<file path="src/rtl/rpc2_ctrl_axi_pkg.sv">
// Shared definitions for the RPC2 controller AXI write-response path:
// BRESP codes, merge FSM states and response-merge helpers.
package rpc2_ctrl_axi_pkg;

    typedef enum logic [1:0] {
        RESP_OKAY   = 2'b00,
        RESP_EXOKAY = 2'b01,
        RESP_SLVERR = 2'b10,
        RESP_DECERR = 2'b11
    } bresp_e;

    typedef enum logic [1:0] {
        ST_IDLE    = 2'd0,
        ST_LOAD    = 2'd1,
        ST_COLLECT = 2'd2,
        ST_PUSH    = 2'd3
    } wr_state_e;

    // The codes are ordered by severity, so a numeric max is the worst case.
    function automatic logic [1:0] resp_max(input logic [1:0] a, input logic [1:0] b);
        return (a > b) ? a : b;
    endfunction

    function automatic logic resp_is_err(input logic [1:0] r);
        return r >= 2'(RESP_SLVERR);
    endfunction

endpackage

</file>
<file path="src/rtl/rpc2_ctrl_axi_b_out_fifo.sv">
// Small register FIFO holding merged {bid, bresp} entries for the AXI B channel.
// Full and empty are registered, so a pop never frees space in the same cycle.
module rpc2_ctrl_axi_b_out_fifo #(
    parameter int WIDTH = 6,
    parameter int DEPTH = 2
) (
    input  logic             clk,
    input  logic             reset,
    input  logic             wr_en,
    input  logic [WIDTH-1:0] wr_data,
    input  logic             rd_en,
    output logic [WIDTH-1:0] rd_data,
    output logic             full,
    output logic             empty
);

    localparam int AW = (DEPTH > 1) ? $clog2(DEPTH) : 1;
    localparam logic [AW:0] FULL_CNT = (AW+1)'(DEPTH);

    logic [WIDTH-1:0] mem_q [DEPTH];
    logic [WIDTH-1:0] mem_d [DEPTH];
    logic [AW-1:0]    wr_ptr_q, wr_ptr_d;
    logic [AW-1:0]    rd_ptr_q, rd_ptr_d;
    logic [AW:0]      count_q, count_d;
    logic             full_q, full_d;
    logic             empty_q, empty_d;
    logic             do_wr, do_rd;

    always_comb begin
        do_wr    = wr_en && !full_q;
        do_rd    = rd_en && !empty_q;
        mem_d    = mem_q;
        wr_ptr_d = wr_ptr_q;
        rd_ptr_d = rd_ptr_q;
        count_d  = count_q;
        if (do_wr) begin
            mem_d[wr_ptr_q] = wr_data;
            wr_ptr_d        = wr_ptr_q + AW'(1);
        end
        if (do_rd) begin
            rd_ptr_d = rd_ptr_q + AW'(1);
        end
        case ({do_wr, do_rd})
            2'b10:   count_d = count_q + (AW+1)'(1);
            2'b01:   count_d = count_q - (AW+1)'(1);
            default: count_d = count_q;
        endcase
        full_d  = (count_d == FULL_CNT);
        empty_d = (count_d == '0);
    end

    always_ff @(posedge clk) begin
        if (reset) begin
            for (int i = 0; i < DEPTH; i++) begin
                mem_q[i] <= '0;
            end
            wr_ptr_q <= '0;
            rd_ptr_q <= '0;
            count_q  <= '0;
            full_q   <= 1'b0;
            empty_q  <= 1'b1;
        end else begin
            mem_q    <= mem_d;
            wr_ptr_q <= wr_ptr_d;
            rd_ptr_q <= rd_ptr_d;
            count_q  <= count_d;
            full_q   <= full_d;
            empty_q  <= empty_d;
        end
    end

    assign rd_data = mem_q[rd_ptr_q];
    assign full    = full_q;
    assign empty   = empty_q;

endmodule

</file>
<file path="src/rtl/rpc2_ctrl_axi_wr_resp_merge.sv">
// AXI write-response generator: pairs each AWID entry with its sub-responses,
// merges them into one worst-case BRESP and queues it for the B channel.
module rpc2_ctrl_axi_wr_resp_merge
    import rpc2_ctrl_axi_pkg::*;
#(
    parameter int ID_WIDTH  = 4,
    parameter int CNT_WIDTH = 4,
    parameter int OUT_DEPTH = 2
) (
    input  logic                          clk,
    input  logic                          reset,
    input  logic                          awid_fifo_empty,
    output logic                          awid_fifo_rd_en,
    input  logic [ID_WIDTH+CNT_WIDTH-1:0] awid_fifo_dout,
    input  logic                          bdat_empty,
    output logic                          bdat_rd_en,
    input  logic [1:0]                    bdat_dout,
    output logic [ID_WIDTH-1:0]           bid,
    output logic [1:0]                    bresp,
    output logic                          bvalid,
    input  logic                          bready,
    input  logic                          err_clr,
    output logic                          wr_err_sticky,
    output logic                          busy
);

    // One extra bit so a full 2^CNT_WIDTH sub-response count does not wrap.
    localparam int CW = CNT_WIDTH + 1;

    wr_state_e             state_q, state_d;
    logic [ID_WIDTH-1:0]   id_q, id_d;
    logic [CW-1:0]         total_q, total_d;
    logic [CW-1:0]         issued_q, issued_d;
    logic [CW-1:0]         captured_q, captured_d;
    logic [1:0]            acc_q, acc_d;
    logic                  cap_pend_q, cap_pend_d;
    logic                  sticky_q, sticky_d;

    logic [ID_WIDTH-1:0]   aw_id;
    logic [CNT_WIDTH-1:0]  aw_cnt;
    logic                  aw_pop, bd_pop, push;
    logic                  buf_full, buf_empty;
    logic [ID_WIDTH+1:0]   buf_head;

    assign {aw_id, aw_cnt} = awid_fifo_dout;

    always_comb begin
        state_d    = state_q;
        id_d       = id_q;
        total_d    = total_q;
        issued_d   = issued_q;
        captured_d = captured_q;
        acc_d      = acc_q;
        aw_pop     = 1'b0;
        bd_pop     = 1'b0;
        push       = 1'b0;
        case (state_q)
            ST_IDLE: begin
                if (!awid_fifo_empty) begin
                    aw_pop  = 1'b1;
                    state_d = ST_LOAD;
                end
            end
            ST_LOAD: begin
                id_d       = aw_id;
                total_d    = {1'b0, aw_cnt} + CW'(1);
                issued_d   = '0;
                captured_d = '0;
                acc_d      = 2'(RESP_OKAY);
                state_d    = ST_COLLECT;
            end
            ST_COLLECT: begin
                bd_pop = !bdat_empty && (issued_q < total_q);
                if (bd_pop) begin
                    issued_d = issued_q + CW'(1);
                end
                // A pop issued last cycle presents its data on bdat_dout now.
                if (cap_pend_q) begin
                    acc_d      = resp_max(acc_q, bdat_dout);
                    captured_d = captured_q + CW'(1);
                    if (captured_d == total_q) begin
                        state_d = ST_PUSH;
                    end
                end
            end
            ST_PUSH: begin
                if (!buf_full) begin
                    push    = 1'b1;
                    state_d = ST_IDLE;
                end
            end
            default: state_d = ST_IDLE;
        endcase
        cap_pend_d = bd_pop;
        sticky_d   = (push && resp_is_err(acc_q)) || (sticky_q && !err_clr);
    end

    always_ff @(posedge clk) begin
        if (reset) begin
            state_q    <= ST_IDLE;
            id_q       <= '0;
            total_q    <= '0;
            issued_q   <= '0;
            captured_q <= '0;
            acc_q      <= '0;
            cap_pend_q <= 1'b0;
            sticky_q   <= 1'b0;
        end else begin
            state_q    <= state_d;
            id_q       <= id_d;
            total_q    <= total_d;
            issued_q   <= issued_d;
            captured_q <= captured_d;
            acc_q      <= acc_d;
            cap_pend_q <= cap_pend_d;
            sticky_q   <= sticky_d;
        end
    end

    rpc2_ctrl_axi_b_out_fifo #(
        .WIDTH (ID_WIDTH + 2),
        .DEPTH (OUT_DEPTH)
    ) u_b_out_fifo (
        .clk     (clk),
        .reset   (reset),
        .wr_en   (push),
        .wr_data ({id_q, acc_q}),
        .rd_en   (bvalid && bready),
        .rd_data (buf_head),
        .full    (buf_full),
        .empty   (buf_empty)
    );

    // FIFO pops are held off while reset is asserted so nothing is consumed and lost.
    assign awid_fifo_rd_en = aw_pop && !reset;
    assign bdat_rd_en      = bd_pop && !reset;
    assign bvalid          = !buf_empty;
    assign {bid, bresp}    = buf_head;
    assign wr_err_sticky   = sticky_q;
    assign busy            = (state_q != ST_IDLE) || !buf_empty;

endmodule
</file>
<file path="config.mk">
export PLATFORM = sky130hd
export DESIGN_NAME = rpc2_ctrl_axi_wr_resp_merge
export DESIGN_NICKNAME = d
export VERILOG_FILES = /design/src/rtl/rpc2_ctrl_axi_pkg.sv /design/src/rtl/rpc2_ctrl_axi_b_out_fifo.sv /design/src/rtl/rpc2_ctrl_axi_wr_resp_merge.sv
export SDC_FILE = /design/constraint.sdc
export NUM_CORES = 1
export LEC_CHECK = 0
export ABC_CLOCK_PERIOD_IN_PS = 2650
export BUFFER_PORTS_ARGS = -buffer_cell sky130_fd_sc_hd__buf_4
export CORE_MARGIN = 3
export CORE_UTILIZATION = 40
export DETAILED_ROUTE_END_ITERATION = 10
export PLACE_DENSITY_LB_ADDON = 0.2
export RECOVER_POWER = 25
export REMOVE_ABC_BUFFERS = 1
export SYNTH_ARGS = -nofsm -noshare
export SYNTH_HDL_FRONTEND = slang
export SYNTH_HIERARCHICAL = 1
export SYNTH_SLANG_ARGS = --single-unit
</file>
<file path="constraint.sdc">
create_clock -name clk -period 2.65 [get_ports clk]
set_input_delay 0.3975 -clock clk [delete_from_list [all_inputs] [get_ports clk]]
set_output_delay 0.3975 -clock clk [all_outputs]
set_load 0.02 [all_outputs]
</file>
Yosys cells after proc, flatten, opt, wreduce, memory -nomap -nowiden

Index checks and enable logic that the tools add are counted.
W data, S select, Z words.

Reductions and logical operators: 24
Order comparisons: 6
$add $sub $neg: 7
Bitwise logic cells: 2
Muxes and demuxes: 24
Eq/ne operators: 13

Operators with widths:

| kind                  | count |
|---|---|
| $mux W6               | 4 |
| $pmux W5 S2           | 2 |
| $bwmux W12            | 1 |
| $mux W2               | 6 |
| $ne A2 B2 Y1 const B  | 6 |
| $add A5 B1 Y5 const B | 2 |
| $mux W5               | 2 |
| $logic_and A1 B1 Y1   | 9 |
| $eq A2 B2 Y1 const B  | 4 |
| $pmux W2 S2           | 2 |
| $pmux W2 S4           | 1 |
| $demux W6 S1          | 1 |
| $ge A2 B2 Y1 const B  | 3 |
| $add A4 B1 Y5 const B | 1 |
| $eq A5 B5 Y1          | 1 |
| $logic_not A1 Y1      | 5 |
| $lt A5 B5 Y1          | 1 |
| $mux W1               | 5 |
| $eq A2 B1 Y1 const B  | 2 |
| $logic_not A2 Y1      | 2 |
| $not A1 Y2            | 2 |
| $reduce_and A2 Y1     | 2 |
| $reduce_and A4 Y1     | 1 |
| $reduce_bool A2 Y1    | 2 |
| other kinds (7)       | 9 |

Register bits: 43
Input port bits: 16
Word-level logic and storage cells: 91

Depth between registers and ports, before layout

Word-level depth: 6
Gate-level depth with buffers: 8

Cells and area by module

Netlist, hierarchy kept.

By module, submodules not included:

| module                      | times used | seq. area each (um^2) | area each (um^2) | cells each |
|---|---|---|---|---|
| rpc2_ctrl_axi_wr_resp_merge | 1          | 500.5                 | 1472.7           | 173 |
| rpc2_ctrl_axi_b_out_fifo    | 1          | 360.3                 | 765.7            | 73 |

Worst setup path after synthesis

No wires, ideal clock.

Path kind: flip-flop to output port
From: register total_q[4]
To: output port bdat_rd_en
Data arrival time: 1.574 ns
Slack: 0.679 ns
Stages on the path, launching flop included: 6
Required time: 2.253 ns
Cells stage by stage: dfxtp_1 > inv_1 > ha_1 > a2111oi_4 > o21ai_2 > nor2_1

Cells in the longest elaborated chain, start to end: 4

Ends and longest elaborated chain:

| what                     | RTL line                           | RTL |
|---|---|---|
| start: declaration       | rpc2_ctrl_axi_wr_resp_merge.sv:32  | `logic [CW-1:0] total_q, total_d;` |
| start signal: assignment | rpc2_ctrl_axi_wr_resp_merge.sv:111 | `total_q <= total_d;` |
| $lt A5 B5 Y1             | rpc2_ctrl_axi_wr_resp_merge.sv:73  | `bd_pop = !bdat_empty && (issued_q < total_q);` |
| $logic_and A1 B1 Y1      | rpc2_ctrl_axi_wr_resp_merge.sv:73  |  |
| $mux W1                  | rpc2_ctrl_axi_wr_resp_merge.sv:57  | `case (state_q)` |
| $logic_and A1 B1 Y1      | rpc2_ctrl_axi_wr_resp_merge.sv:136 | `assign bdat_rd_en = bd_pop && !reset;` |
| end: declaration         | rpc2_ctrl_axi_wr_resp_merge.sv:16  | `output logic bdat_rd_en,` |

Every way passes these cells.

Final worst setup path

From: register state_q[0]
To: output port bdat_rd_en

Cells in the longest elaborated chain, start to end: 3

Ends and longest elaborated chain:

| what                     | RTL line                           | RTL |
|---|---|---|
| start: declaration       | rpc2_ctrl_axi_wr_resp_merge.sv:30  | `wr_state_e state_q, state_d;` |
| start signal: assignment | rpc2_ctrl_axi_wr_resp_merge.sv:109 | `state_q <= state_d;` |
| $eq A2 B2 Y1             | rpc2_ctrl_axi_wr_resp_merge.sv:57  |  |
| $mux W1                  | rpc2_ctrl_axi_wr_resp_merge.sv:57  |  |
| $logic_and A1 B1 Y1      | rpc2_ctrl_axi_wr_resp_merge.sv:136 |  |

Every way passes these cells.

==> reports/results.ini <==
[status]
outcome = finished, final reports clean

[synthesis]
synth_seq_area_share = 0.3846
synth_seq_cells = 43
syn_avg_cell_area_um2 = 9.099
synth.top_cell.area_share = 0.3846
synthTopCellsByArea = dfxtp_1 38%, ha_1 8.4%, mux2i_1 8.0%, nor2_1 6.9%, mux2_2 3.5%
synth-edff-count = 0
synth.most_common_cell = dfxtp_1
synth_area_mm2 = 0.002238
ys.flop_type = dfxtp_1
yosysWarningCount = 6
synth_commonest_cells = 43 x dfxtp_1, 41 x nor2_1, 18 x mux2i_1, 15 x ha_1, 11 x inv_1
ys_types = 39
synth_cells = 246
async_reset_ff_frac = 0
yosysTopAreaCell = dfxtp_1

[die]
die_y_um = 80.81
initial_utilization = 0.4247
die-area_mm2 = 0.006529
core_mm2 = 0.005270
die_w_um = 80.81
io_pins = 27
num_rows = 26

[place]
place_hpwl_um = 3052
placedCellCount = 331
place.port_buffers = 26
routabilityCongestion = 0.8175
dp_slack_ns = 0.4606

[routing]
postRouteAntennaNets = 0
first_pass_iters = 4
vias_per_cell = 5.065
drc = 0
num_vias = 1717
drt-initial-drc-count = 82
drt-total-wl_um = 4295
routedWlPerCell_um = 12.67

[sta]
worst_slew_pin_slew_ns = 0.9048
holdWs_ns = 0.3156
rsz0062_at_grt = false
setup_ws_ns = 0.2640
setup_tns_ns = 0
fmax_ghz = 0.4191
relSlewSlack = 0.3968
period_needed_ns = 2.386
clock_skew_ns = 0.005954
maxSlewViolCount = 0
setup_viol_count_final = 0
fin_crit_sh = 0.9004
final_hold_viol_count = 0

[setup_path]
cp_max_fo = 11
timing.rr.end = u_b_out_fifo/empty
critPathArrivalTime_ns = 1.99
r2r-start = state_q[1]
worstPathRequired_ns = 2.25
crit_type = register to primary output
start_kind = register
r2r_slack_ns = 0.54
r2r_cells = 6
end_kind = primary output

[clock_network]
ctsHoldBuffers = 0
clkTransAtPathRegs_ns = 0.09
cts-root-buf = clkbuf_8
cts.sinks = 43
cts_buffers = 5
cts_tree = done
cts-htree-levels = 2
clk_latency_ns = 0.29
clockBufferDepth = 2

[global_route]
grt_pass1_vias = 1658
grt_start_max_net_pins = 45
overflow = 0
grt_pass1_wl_um = 7376
antenna_found_initial = 0
grt_usage = 0.1446

[final_layout]
fill_cells = 523
drive_above_1_share = 0.1710
area_growth_pct = 15.65
post-route-util = 0.4912
layout.cells.non_filler = 339
antenna_cells = 0
fin_nets = 299

[power]
power_density_mw_per_mm2 = 700.6
irDropWorstVdd_mv = 0.3538
p_leak_nw = 1.036

[hold_path]
min_path_cells = 2
hold_class = input port to register
hp-start = awid_fifo_dout[0]
whs_endpoint = total_q[0]

[flow_run]
maxCapViolCount = 0

[cells in the final DEF (no fill, tap or decap), types with 3 or more instances in the layout]
| cell type | n |
|---|---|
| dfxtp_1 | 43 |
| nor2_1 | 41 |
| buf_4 | 24 |
| mux2i_1 | 18 |
| ha_1 | 14 |
| inv_1 | 11 |
| nor2b_1 | 10 |
| a21oi_1 | 10 |
| nand2_1 | 8 |
| xnor2_1 | 8 |
| o21ai_0 | 7 |
| mux2_2 | 7 |
| nand2b_1 | 6 |
| nand3_1 | 6 |
| clkbuf_8 | 6 |
| a31oi_1 | 4 |
| xor2_1 | 4 |
| a211oi_1 | 4 |
| or3_1 | 3 |
| o211ai_1 | 3 |
| nand4_1 | 3 |
| nor3_1 | 3 |
| clkbuf_1 | 3 |
[what timing repair did]
| action | 4_1_cts | 5_1_grt |
|---|---|---|
| setup buffers | 0 | 0 |
| endpoints found under the hold margin | 0 | 0 |
| setup endpoints to repair | 0 | 1 |
| gates resized for setup | 0 | 1 |
[through the flow]
stage | total power [mW] | instance area, um^2
global route | 1.926 | 2589
CTS | 1.842 | 2597
detailed placement | 1.289 | 2476
finish | 1.814 | 2589
global placement | 1.281 | 2476
floorplan | 1.134 | 2186
[logic make-up after synthesis]
| family | synth area share |
|---|---|
| AO/OA/AOI/OAI | 0.1342 |
| XOR/XNOR | 0.04695 |
| adder cells (fa/ha/maj) | 0.08385 |
| buffers and inverters | 0.04192 |
| flip-flops | 0.3846 |
| multiplexers | 0.1157 |
| AND/OR/NAND/NOR | 0.1928 |
[where the power goes]
group	internal [mW]	leakage [nW]	switching, mW
combinational	0.212	0.626	0.293
clock	0.310	0.0618	0.235
sequential	0.704	0.348	0.0591
[layout make-up]
class	instances	area (um^2)	area share
repair buffers	27	191.4	0.07395
clock inverters	2	38.79	0.01498
multi-input cells	180	1286	0.4969
flip-flops and latches	43	860.8	0.3325
clock buffers	6	82.58	0.03190
inverters	11	41.29	0.01595
well taps	70	87.58	0.03383
[layer usage]
metal,vias up,GRT usage,routed length (um)
met5,-,0,0
met4,0,0.04223,41
met3,5,0.03326,149
met2,23,0.2512,2001
met1,794,0.1777,2103
li1,895,-,-
[flip-flops by register name, indices dropped and copies added (netlist names)]
name and count:
acc_q 2, id_q 4, u_b_out_fifo/rd_ptr_q 1, wr_err_sticky 1
u_b_out_fifo/mem_q 12, u_b_out_fifo/wr_ptr_q 1, captured_q 5, issued_q 5
total_q 5, u_b_out_fifo/full 1, u_b_out_fifo/empty 1, u_b_out_fifo/count_q 2
cap_pend_q 1, state_q 2
[critical path, stage by stage, from the launching register on]
cell and delay, ns:
dfxtp_1 0.33, inv_1 0.12, ha_2 0.30, inv_1 0.19
a2111oi_4 0.30, o21ai_2 0.18, nor2_1 0.12, buf_4 0.15
[worst max path at each step]
| stage | from | end | slack [ns] | depth (start not counted) |
|---|---|---|---|---|
| finish | state_q[0] | bdat_rd_en | 0.26 | 7 |
| global route | state_q[0] | bdat_rd_en | 0.09 | 7 |
| CTS | state_q[0] | bdat_rd_en | 0.13 | 7 |
| detailed placement | state_q[0] | bdat_rd_en | 0.46 | 7 |
| global placement | state_q[0] | bdat_rd_en | 0.55 | 7 |
| floorplan | state_q[0] | bdat_rd_en | 0.65 | 6 |
No activity file was read; power rests on OpenSTA's default activity.
